[src/rtl/mul_iter_unit.sv]
// mul_iter_unit: iterative RV64M multiplier (MUL/MULH/MULHSU/MULHU).
// It forms the 128-bit product one radix-2 shift-add step per cycle.
// Ports:
//   clk, rst_n (synchronous, active-low), flush
//   in_valid/in_ready, in_op, in_rs1, in_rs2, in_tag  : issue side
//   out_valid/out_ready, out_result, out_tag         : writeback side
//   busy                                             : not IDLE
// Optional build macro: MUL_EARLY_OUT_EN. When it is defined, the unit
// stops iterating once the remaining multiplier bits are all zero.
module mul_iter_unit #(
    parameter int XLEN  = 64,
    parameter int TAG_W = 6
) (
    input  logic             clk,
    input  logic             rst_n,
    input  logic             flush,
    input  logic             in_valid,
    output logic             in_ready,
    input  logic [1:0]       in_op,
    input  logic [XLEN-1:0]  in_rs1,
    input  logic [XLEN-1:0]  in_rs2,
    input  logic [TAG_W-1:0] in_tag,
    output logic             out_valid,
    input  logic             out_ready,
    output logic [XLEN-1:0]  out_result,
    output logic [TAG_W-1:0] out_tag,
    output logic             busy
);

    typedef enum logic [1:0] {
        S_IDLE,
        S_BUSY,
        S_FIX,
        S_DONE
    } state_t;

    state_t state, state_nx;

    logic [1:0]      op_q;
    logic [XLEN-1:0] mcand;
    logic [XLEN-1:0] hi;
    logic [XLEN-1:0] lo;
    logic            neg;
    // 7 bits so the early-out alignment amount 64-cnt is representable
    logic [6:0]      cnt;

    logic            s1;
    logic            s2;
    logic [XLEN-1:0] abs1;
    logic [XLEN-1:0] abs2;

    logic [XLEN-1:0] addend;
    logic [XLEN:0]   sum;

    logic              early;
    logic [2*XLEN-1:0] p_align;
    logic [2*XLEN-1:0] p_fix;

    // rs1 is signed for MULH and MULHSU, rs2 only for MULH
    assign s1   = (in_op == 2'b01) || (in_op == 2'b10);
    assign s2   = (in_op == 2'b01);
    assign abs1 = (s1 && in_rs1[XLEN-1]) ? -in_rs1 : in_rs1;
    assign abs2 = (s2 && in_rs2[XLEN-1]) ? -in_rs2 : in_rs2;

    // one ripple add per cycle; carry-out becomes the new top bit
    assign addend = lo[0] ? mcand : '0;
    assign sum    = {1'b0, hi} + {1'b0, addend};

`ifdef MUL_EARLY_OUT_EN
    logic [XLEN-1:0] rem_mask;
    logic [6:0]      shamt;

    // bits of lo not yet consumed by the shift-add
    assign rem_mask = {XLEN{1'b1}} >> cnt;
    assign early    = ((lo & rem_mask) == '0);
    // after cnt steps the product sits in the top 64+cnt bits of P
    assign shamt    = 7'd64 - cnt;
    assign p_align  = {hi, lo} >> shamt;
`else
    assign early    = 1'b0;
    assign p_align  = {hi, lo};
`endif

    assign p_fix = neg ? -p_align : p_align;

    always_comb begin
        state_nx = state;
        unique case (state)
            S_IDLE: if (in_valid) state_nx = S_BUSY;
            S_BUSY: if (early || cnt == 7'd63) state_nx = S_FIX;
            S_FIX:  state_nx = S_DONE;
            S_DONE: if (out_ready) state_nx = S_IDLE;
            default: state_nx = S_IDLE;
        endcase
        if (flush) state_nx = S_IDLE;
    end

    always_ff @(posedge clk) begin
        if (!rst_n) begin
            state   <= S_IDLE;
            op_q    <= '0;
            out_tag <= '0;
            mcand   <= '0;
            neg     <= 1'b0;
            hi      <= '0;
            lo      <= '0;
            cnt     <= '0;
        end else begin
            state <= state_nx;
            if (state == S_IDLE && in_valid && !flush) begin
                op_q    <= in_op;
                out_tag <= in_tag;
                mcand   <= abs1;
                neg     <= (s1 & in_rs1[XLEN-1]) ^ (s2 & in_rs2[XLEN-1]);
                hi      <= '0;
                lo      <= abs2;
                cnt     <= '0;
            end else if (state == S_BUSY && !early) begin
                {hi, lo} <= {sum, lo[XLEN-1:1]};
                cnt      <= cnt + 7'd1;
            end else if (state == S_FIX) begin
                {hi, lo} <= p_fix;
            end
        end
    end

    assign in_ready   = (state == S_IDLE);
    assign busy       = (state != S_IDLE);
    assign out_valid  = (state == S_DONE);
    assign out_result = (op_q == 2'b00) ? lo : hi;

endmodule

[config.mk]
export PLATFORM = sky130hd
export DESIGN_NAME = mul_iter_unit
export DESIGN_NICKNAME = d
export VERILOG_FILES = /design/src/rtl/mul_iter_unit.sv
export SDC_FILE = /design/constraint.sdc
export NUM_CORES = 1
export LEC_CHECK = 0
export CAP_MARGIN = 25
export CORE_MARGIN = 2
export CORE_UTILIZATION = 45
export CTS_CLUSTER_DIAMETER = 40
export DETAILED_ROUTE_END_ITERATION = 10
export PLACE_DENSITY_LB_ADDON = 0.05
export SKIP_CTS_REPAIR_TIMING = 1
export SYNTH_ARGS = -nofsm -noshare
export SYNTH_HDL_FRONTEND = slang
export SYNTH_SLANG_ARGS = --single-unit
[constraint.sdc]
create_clock -name clk -period 3.2 [get_ports clk]
set_input_delay 0.48 -clock clk [delete_from_list [all_inputs] [get_ports clk]]
set_output_delay 0.48 -clock clk [all_outputs]
set_load 0.01 [all_outputs]
==> impl_summary.md, run 1 <==
Outcome
The run finished, with violations left. The checks that failed: negative setup slack.

Setup path
The worst setup path is of the flop to flop kind. The critical path's largest stage delay is 0.38 ns. The count of buffering cells on the critical path with inverters included is 4. The kind of end point of the critical path is a flop. The cell type of the slowest stage on the worst timing path is dfxtp_4. At the worst endpoint, the arrival time is 3.96 ns.

The kind of cell with the highest combined delay along the critical path is simple AND/OR/NAND/NOR gates. The startpoint type of the worst setup path is a flop. The critical path data required time is 3.66 ns. The highest net fanout along the worst path is 8.

Walking the worst path, the cells encountered are buf_12 -> clkbuf_16 -> and2_1 -> ha_4 -> nand4_1 -> nor4_2 -> a21bo_4 -> a2111oi_4 -> buf_4 -> nor2_2 -> nor4_1 -> buf_4 -> a21oi_1 -> xor2_1 -> o21ai_1. Counting stages on the worst path, the most repeated cell is buf_4.

Worst hold path
The class of the most critical hold timing path is input port to flop.

Finish
The utilization of the core after routing is 0.672. From synthesis to final layout, the design area changed by 47.5%. The antenna diode instance count is 0.

After filler insertion, the fill cell instance count of the layout stands at 3612. After the flow finishes, the layout carries non-filler instances totaling 3731. After the last flow step, the layout net total stands at 3371.

In the final layout, the share of cells above drive strength 1 is 0.278.

Power
Internal power comes to 7.94 mW. In this run the power density over the cells is 419 nW/µm². The worst IR drop on VDD is 388 µV. The share of total power dissipated in sequential elements is 0.255. Of the total power, the share spent switching nets is 0.327. The standby leakage power is 12.2 nW.

The power spent charging and discharging nets is 3.86 mW. The clock power share is 0.436. Of the total power, combinational logic draws 0.309.

STA
Setup repair after global routing could not meet its margin everywhere. The final count of pins violating max slew was 0. The worst slew margin relative to its limit is 0.417. The transition time of the tightest slew-check pin is 0.871 ns. The hold violation total from the final report is 0. Counting I/O delays and the setup requirement, the final critical path takes 3.50 ns. Dividing the final minimum period by the clock period gives 1.09. The maximum clock frequency is 285 MHz. The final-report setup violation count is 18.

The setup clock skew after layout is 0.0206 ns. The final hold slack is 0.350 ns. Setup slack on the critical path of the routed design comes to -0.303 ns.

Logic synthesis
The number of synthesis warnings is 0. Synthesis instantiated 84 different standard cells from the library. The net count after synthesis is 2768. The synthesized area per cell is 7.48 µm². The synthesized netlist cell count is 2553. The number of flops mapped to enable cells by yosys is 0.

The most used flip-flop cell after synthesis is dfxtp_1. The share of synthesized area occupied by flip-flops and latches is 0.220. The register bit count reported by yosys is 210. The synthesized netlist occupies a cell area of 19100 µm².

In the synthesized netlist the async set-or-reset flop fraction comes to 0.

Die
The number of placement rows is 75. The effective utilization at floorplan is 0.455. The number of ports placed on the die boundary is 214. In this run the vertical extent of the chip is 210 µm. The die is 210 µm wide.

The die covers 44100 µm². The floorplan step defined a core boundary enclosing 41900 µm².

Drt
The initial detailed-routing violation count is 2208. The total routed wirelength is 80.3 mm. Signal routing reaches up to met4. The number of remaining DRC errors is 0. The sum of met2 wire segment lengths after detailed routing is 37.4 mm. After detailed routing, the wire length on met1 is 34.6 mm. The final route contains 22600 vias. The detailed-routed wire length on met3 is 5.82 mm. After detailed routing, the number of vias per cell comes to 6.07. After detailed routing, the average wire length per cell comes to 21.5 µm.

The detail route stage leaves a number of antenna-violating nets equal to 0. The pre-antenna-repair detailed-routing pass consisted of 7 iterations.

Clock network
TritonCTS built the clock tree. The clock transition time at the flip-flop clock pins of the worst setup and hold paths is 0.05 ns. The number of H-tree branching levels is 2. The insertion delay of the later-clocked pin in the worst-skew pair is 0.60 ns. The master cell of the clock root buffer is clkbuf_16. The clock net in this run drives a total of 210 sinks. Buffers inserted during clock tree synthesis total 51. Counting along the longest clock path gives a buffer depth of 3.

GRT
In the global route stage, overall resource usage came out at 0.342. The initial antenna violation count is 0. The via count of the first global-routing pass is 21300.

For this run the aggregate overflow at the end of global routing stands at 0. Entering global routing, the biggest net connects 110 pins. The first-pass GRT wire length is 119 mm.

Run
Across the run, the number of max-cap violations was 0.

Placed design
The HPWL after detailed placement is 60.1 mm. The global placement routability congestion is 0.992. In this run, placement finished with an instance count of 3616. The count of port buffers added during placement is 213.
==> power groups by stage <==
stage,clock network [mW],registers [mW],logic [mW]
2_1_floorplan,0,3.03,1.76
3_3_place_gp,0,3.03,3.32
3_5_place_dp,0,3.04,3.36
4_1_cts,5.18,2.99,3.39
5_1_grt,5.31,3.03,3.88
6_report,5.15,3.01,3.64
==> cells in the final DEF, fill, tap and decap left out, types with 13 or more instances in the layout <==
cell type	instances
a211oi_1	14
a21boi_0	35
a21o_1	38
a21oi_1	172
a21oi_2	13
a222oi_1	21
a31oi_1	17
and2_1	71
buf_4	483
buf_6	17
clkbuf_16	53
clkdlybuf4s50_1	212
dfxtp_1	207
ha_1	49
ha_4	24
inv_1	36
mux2_2	69
mux2i_1	20
nand2_1	264
nand2b_1	17
nand3_1	60
nand4_1	35
nor2_1	193
nor3_1	84
nor3_2	14
nor4_1	30
o211a_1	54
o211ai_1	55
o21a_1	14
o21ai_0	133
o221ai_1	17
o22ai_1	20
o31ai_1	25
o41ai_1	14
or3_1	40
or4_1	18
xnor2_1	106
xor2_1	130
==> worst register-to-register path: stages (launching register included) <==
cell       delay (ns)
dfxtp_4          0.38
buf_12           0.14
clkbuf_16        0.16
and2_1           0.20
ha_4             0.29
nand4_1          0.15
nor4_2           0.31
a21bo_4          0.31
a2111oi_4        0.32
buf_4            0.17
nor2_2           0.04
nor4_1           0.30
buf_4            0.17
a21oi_1          0.08
xor2_1           0.23
o21ai_1          0.11
==> per-layer routing <==
metal	GRT usage	vias up
li1	-	10700
met1	0.458	10900
met2	0.567	929
met3	0.0501	161
met4	0.109	0
met5	0	-
==> worst paths after layout <==
path	start	endpoint	slack (ns)	depth (start not counted)
hold / removal	rst_n	op_q[1]	0.35	2
hold reg to reg	out_tag[1]	out_tag[1]	0.46	2
setup / recovery	lo[0]	hi[61]	-0.30	15
setup reg to reg	lo[0]	hi[61]	-0.30	15
==> synth_stat cells (6+ instances only) <==
cell type,n,area share
a21o_1,38,0.015
a222oi_1,21,0.011
nor2_1,206,0.040
nor3_1,98,0.026
or3_1,40,0.013
o21bai_1,12,0.0047
and3_1,8,0.0026
nand2b_1,18,0.0059
and2_1,84,0.028
a21oi_1,187,0.049
o211a_1,54,0.028
or2_2,11,0.0036
o21a_1,15,0.0059
nand2_1,272,0.053
o221ai_1,19,0.0087
buf_1,13,0.0026
a211o_1,6,0.0028
a31o_2,7,0.0032
a211oi_1,18,0.0071
nor4b_1,6,0.0028
o41ai_1,17,0.0078
nor2b_1,14,0.0046
or4_1,21,0.0083
a31oi_1,18,0.0059
ha_1,73,0.048
o31ai_1,27,0.011
mux2_2,71,0.042
clkbuf_1,155,0.030
mux2i_1,21,0.011
a22oi_1,7,0.0028
o22ai_1,20,0.0065
xnor2_1,108,0.050
inv_1,37,0.0073
nand4_1,35,0.011
nor4_1,43,0.014
xor2_1,130,0.060
o21ai_0,150,0.039
nand3_1,63,0.017
o211ai_1,55,0.022
a21boi_0,40,0.016
dfxtp_1,210,0.22
a221oi_1,15,0.0069
==> cell families after synthesis <==
kind of cell | count (synthesis) | synth area share
and+or+nand+nor | 962 | 0.255
AOI/OAI and AO/OA | 763 | 0.271
xor gates and xnor gates | 238 | 0.109
buffers and inverters | 213 | 0.0431
DFF | 210 | 0.220
muxes | 93 | 0.0534
adders and majority gates | 74 | 0.0489
==> final cells by class <==
| class | instances | area (µm²) | area share |
|---|---|---|---|
| clock buffer | 67 | 1420 | 0.0503 |
| sequential | 210 | 4210 | 0.149 |
| inverter | 38 | 145 | 0.00515 |
| multi-input combinational | 2130 | 15300 | 0.542 |
| timing repair buffer | 725 | 6210 | 0.220 |
| clock inverter | 22 | 263 | 0.00932 |
| tap | 539 | 674 | 0.0239 |
==> state kept, by name, indices dropped and copies added (netlist names) <==
signal / count
state: 2
hi: 64
lo: 64
out_tag: 6
op_q: 2
neg: 1
mcand: 64
cnt: 7
==> per-stage QoR <==
stage / total power, mW / area, µm² / setup TNS [ns] / worst slack, ns
finish: 11.8 / 28200 / -2.16 / -0.303
global route: 12.2 / 28200 / -6.72 / -0.376
CTS: 11.6 / 26700 / -7.60 / -0.522
detailed placement: 6.40 / 25100 / -21.91 / -0.514
global placement: 6.35 / 25100 / -17.39 / -0.422
floorplan: 4.80 / 19100 / -0.0589 / -0.0248
Note: power is estimated with default switching activity, not from simulation.
==> run 2, diff against run 1 <==
CTS_CLUSTER_SIZE = 30   (was not set)
PLACE_DENSITY = 0.66   (was not set)
PLACE_DENSITY_LB_ADDON = not set   (was 0.05)
==> run 2 against run 1 <==
The run still ends with negative setup slack left. Final area is 1.1% higher. Worst hold slack lost 0.020 ns. Die area stayed put. Combinational power about the same. Cell count grew 0.51%.
==> impl_summary.md, run 2 (synthesis gave the netlist of run 1 again) <==
Outcome
The run finished, with violations left. The checks that failed: negative setup slack.

Worst hold path
The launch instance of the worst min-delay path is rst_n. For hold timing, the worst endpoint is lo[51]. The hold-critical path depth is 3 (+1).

The path class of the tightest hold or removal check is input port to flop.

Clock network
The insertion delay of the later-clocked pin in the worst-skew pair is 0.58 ns (-0.02 ns). TritonCTS built the clock tree. The maximum root-to-sink buffer count is 3 (unchanged). The master cell of the clock root buffer is clkbuf_16. The number of CTS-inserted buffers is 45 (-12%). The TritonCTS sink count is 210 (unchanged). The number of H-tree branching levels is 2 (unchanged).

The clock transition time at the flip-flop clock pins of the worst setup and hold paths is 0.05 ns (about the same).

Setup path
The launch instance of the worst register-to-register path is lo[10]. The setup slack of the worst register-to-register path was -0.1 ns (+0.20 ns). The type of the setup path with the least slack is flop to flop.

Walking the worst path, the cells encountered are or4_4 -> nor3_4 -> nand4_4 -> or4_4 -> buf_4 -> nor3_4 -> nand3_2 -> o311a_1 -> or3_1 -> o31ai_1. The arrival time at the worst endpoint is 3.76 ns (-0.20 ns). The highest net fanout along the worst path is 5 (-3).

The critical path data required time is 3.66 ns (about the same). The cell type of the slowest stage on the worst timing path is or4_4. STA classifies the critical path endpoint as a flop. The endpoint identified for the worst register-to-register timing path is hi[59]. The depth of the worst register-to-register path is 10 (-5). STA classifies the critical path startpoint as a flop.

The critical path's largest stage delay came to 0.57 ns (+0.19 ns).

GRT
The total track usage is 0.346 (+0.00377). The initial antenna violation count is 1 (+1). The residual overflow from global routing was 0 (unchanged).

The first-pass GRT wire length is 121 mm (+1.1%). The pin count of the biggest net entering global routing came to 118 (+7.3%). The via count of the first global-routing pass came to 21300 (+0.32%).

Drt
The iteration count of the initial detailed-routing pass is 8 (+1). The initial detailed-routing violation count was 2836 (+28%). The routed length per instance came to 21.4 µm (-0.51%). The total routed wirelength is 80.3 mm (about the same). The post-detailed-route via-to-cell ratio is 6.08 (+0.26%). The number of remaining DRC errors came to 0 (unchanged). The count of vias placed by the detailed router came to 22800 (+0.77%). The antenna violation net count after detailed routing is 0 (unchanged).

Finish
The library cell used most frequently in the layout, excluding fill and tap cells, is buf_4. The share of final-layout standard cells stronger than drive strength 1 is 0.296 (+0.0178). The area overhead of the layout relative to synthesis is 49.1%.

In the layout the commonest cells are buf_4, nand2_1, clkdlybuf4s50_1. The filler cell count in the final layout is 3480 (-3.7%). The final layout net count is 3388 (+0.50%). The utilization of the core after routing came to 0.679 (+0.00731). The largest registers in the layout are hi x64, lo x64, mcand x64.

Die
The height of the die is 210 µm (unchanged). The floorplan die area is 44100 µm² (unchanged). The number of ports placed on the die boundary came to 214 (unchanged). The effective utilization at floorplan is 0.455 (unchanged). The core area is 41900 µm² (unchanged). The floorplan die width was 210 µm (unchanged). The number of placement rows is 75 (unchanged).

Placed design
The global placement routability congestion is 1.00 (+0.79%). The half-perimeter wire length of the detailed placement result is 61.3 mm (+2.0%). The count of port buffers added during placement is 213 (unchanged).

STA
The maximum clock frequency is 303 MHz (+6.2%). The final count of pins violating max slew is 0 (unchanged). Setup repair after global routing could not meet its margin everywhere. The setup clock skew after layout is 0.0268 ns (+0.00626 ns). The final-report setup violation count is 10 (-8). The clock period minus final worst setup slack was 3.30 ns (-0.204 ns). The hold violation total from the final report was 0 (unchanged). The worst slew margin relative to its limit is 0.383 (-0.0341).

The setup slack after layout is -0.0986 ns (+0.204 ns). The final clock period utilization by the worst path came to 1.03 (-0.0638). The final total negative setup slack is -0.454 ns (+1.70 ns). The transition time of the tightest slew-check pin came to 0.926 ns (+0.0545 ns).

Power
The power density normalized to cell area is 417 nW/µm² (-0.41%). The worst IR drop on VDD was 328 µV (-16%). The standby leakage power is 12.2 nW (+0.30%).

Run
The max-capacitance violation count was 0 (unchanged).
run 2: changes by cell type in the layout (fill, tap and decap cells not counted), sizes merged:
cell | previous run | this run
inv | 42 | 50
diode | 0 | 1
clkinvlp | 6 | 9
bufinv | 4 | 8
clkbuf | 69 | 49
clkinv | 8 | 6
buf | 511 | 536
run 2: power by group:
part / internal (mW) / switching (mW)
clock network: 3.42 / 1.80
registers: 2.82 / 0.191
logic: 1.69 / 1.95
total: 7.93 / 3.94
run 2: metrics by stage:
stage / hold WS (ns) / power [mW] / cell area [µm²] / std cells / setup WS [ns]
6_report: 0.330 / 11.9 / 28500 / 3750 / -0.0986
5_1_grt: 0.336 / 12.3 / 28500 / 3749 / -0.187
4_1_cts: 0.311 / 11.7 / 27000 / 3730 / -0.425
3_5_place_dp: 0.451 / 6.42 / 25300 / 3646 / -0.519
3_3_place_gp: 0.438 / 6.36 / 25300 / 3646 / -0.443
2_1_floorplan: 0.417 / 4.80 / 19100 / 2553 / -0.0248
run 2: worst max-delay path: cells and delay by family (launching register included):
kind	cells	cell delay, ns
AND/OR/NAND/NOR	7	2.31
AO/OA/AOI/OAI	2	0.38
flip-flops	1	0.32
buffers and inverters	1	0.16
run 2: per-layer routing:
| layer | wire (µm) | GRT usage |
|---|---|---|
| met5 | 8 | 0 |
| met3 | 6440 | 0.0532 |
| met1 | 34400 | 0.473 |
| met4 | 2990 | 0.130 |
| met2 | 36500 | 0.550 |
run 2: area by class of cell:
cell class              count  area (µm²)  share of cell area
diodes                      1        2.50           0.0000878
clock buffers              49        1200              0.0422
clock inverters            35         470              0.0165
inverters                  38         145             0.00509
multi-input cells        2130       15500               0.543
flip-flops and latches    210        4210               0.148
well taps                 539         674              0.0237
repair buffers            748        6310               0.222
run 2: worst max path at each step:
stage               slack [ns]  cells after the start     end  startpoint
floorplan                -0.02                     15  hi[35]       lo[0]
global placement         -0.44                     12  lo[40]   in_rs2[1]
detailed placement       -0.52                     13  lo[53]  in_rs2[16]
CTS                      -0.43                     16  hi[58]       lo[0]
global route             -0.19                     16  hi[61]       lo[0]
finish                    -0.1                     10  hi[59]      lo[10]
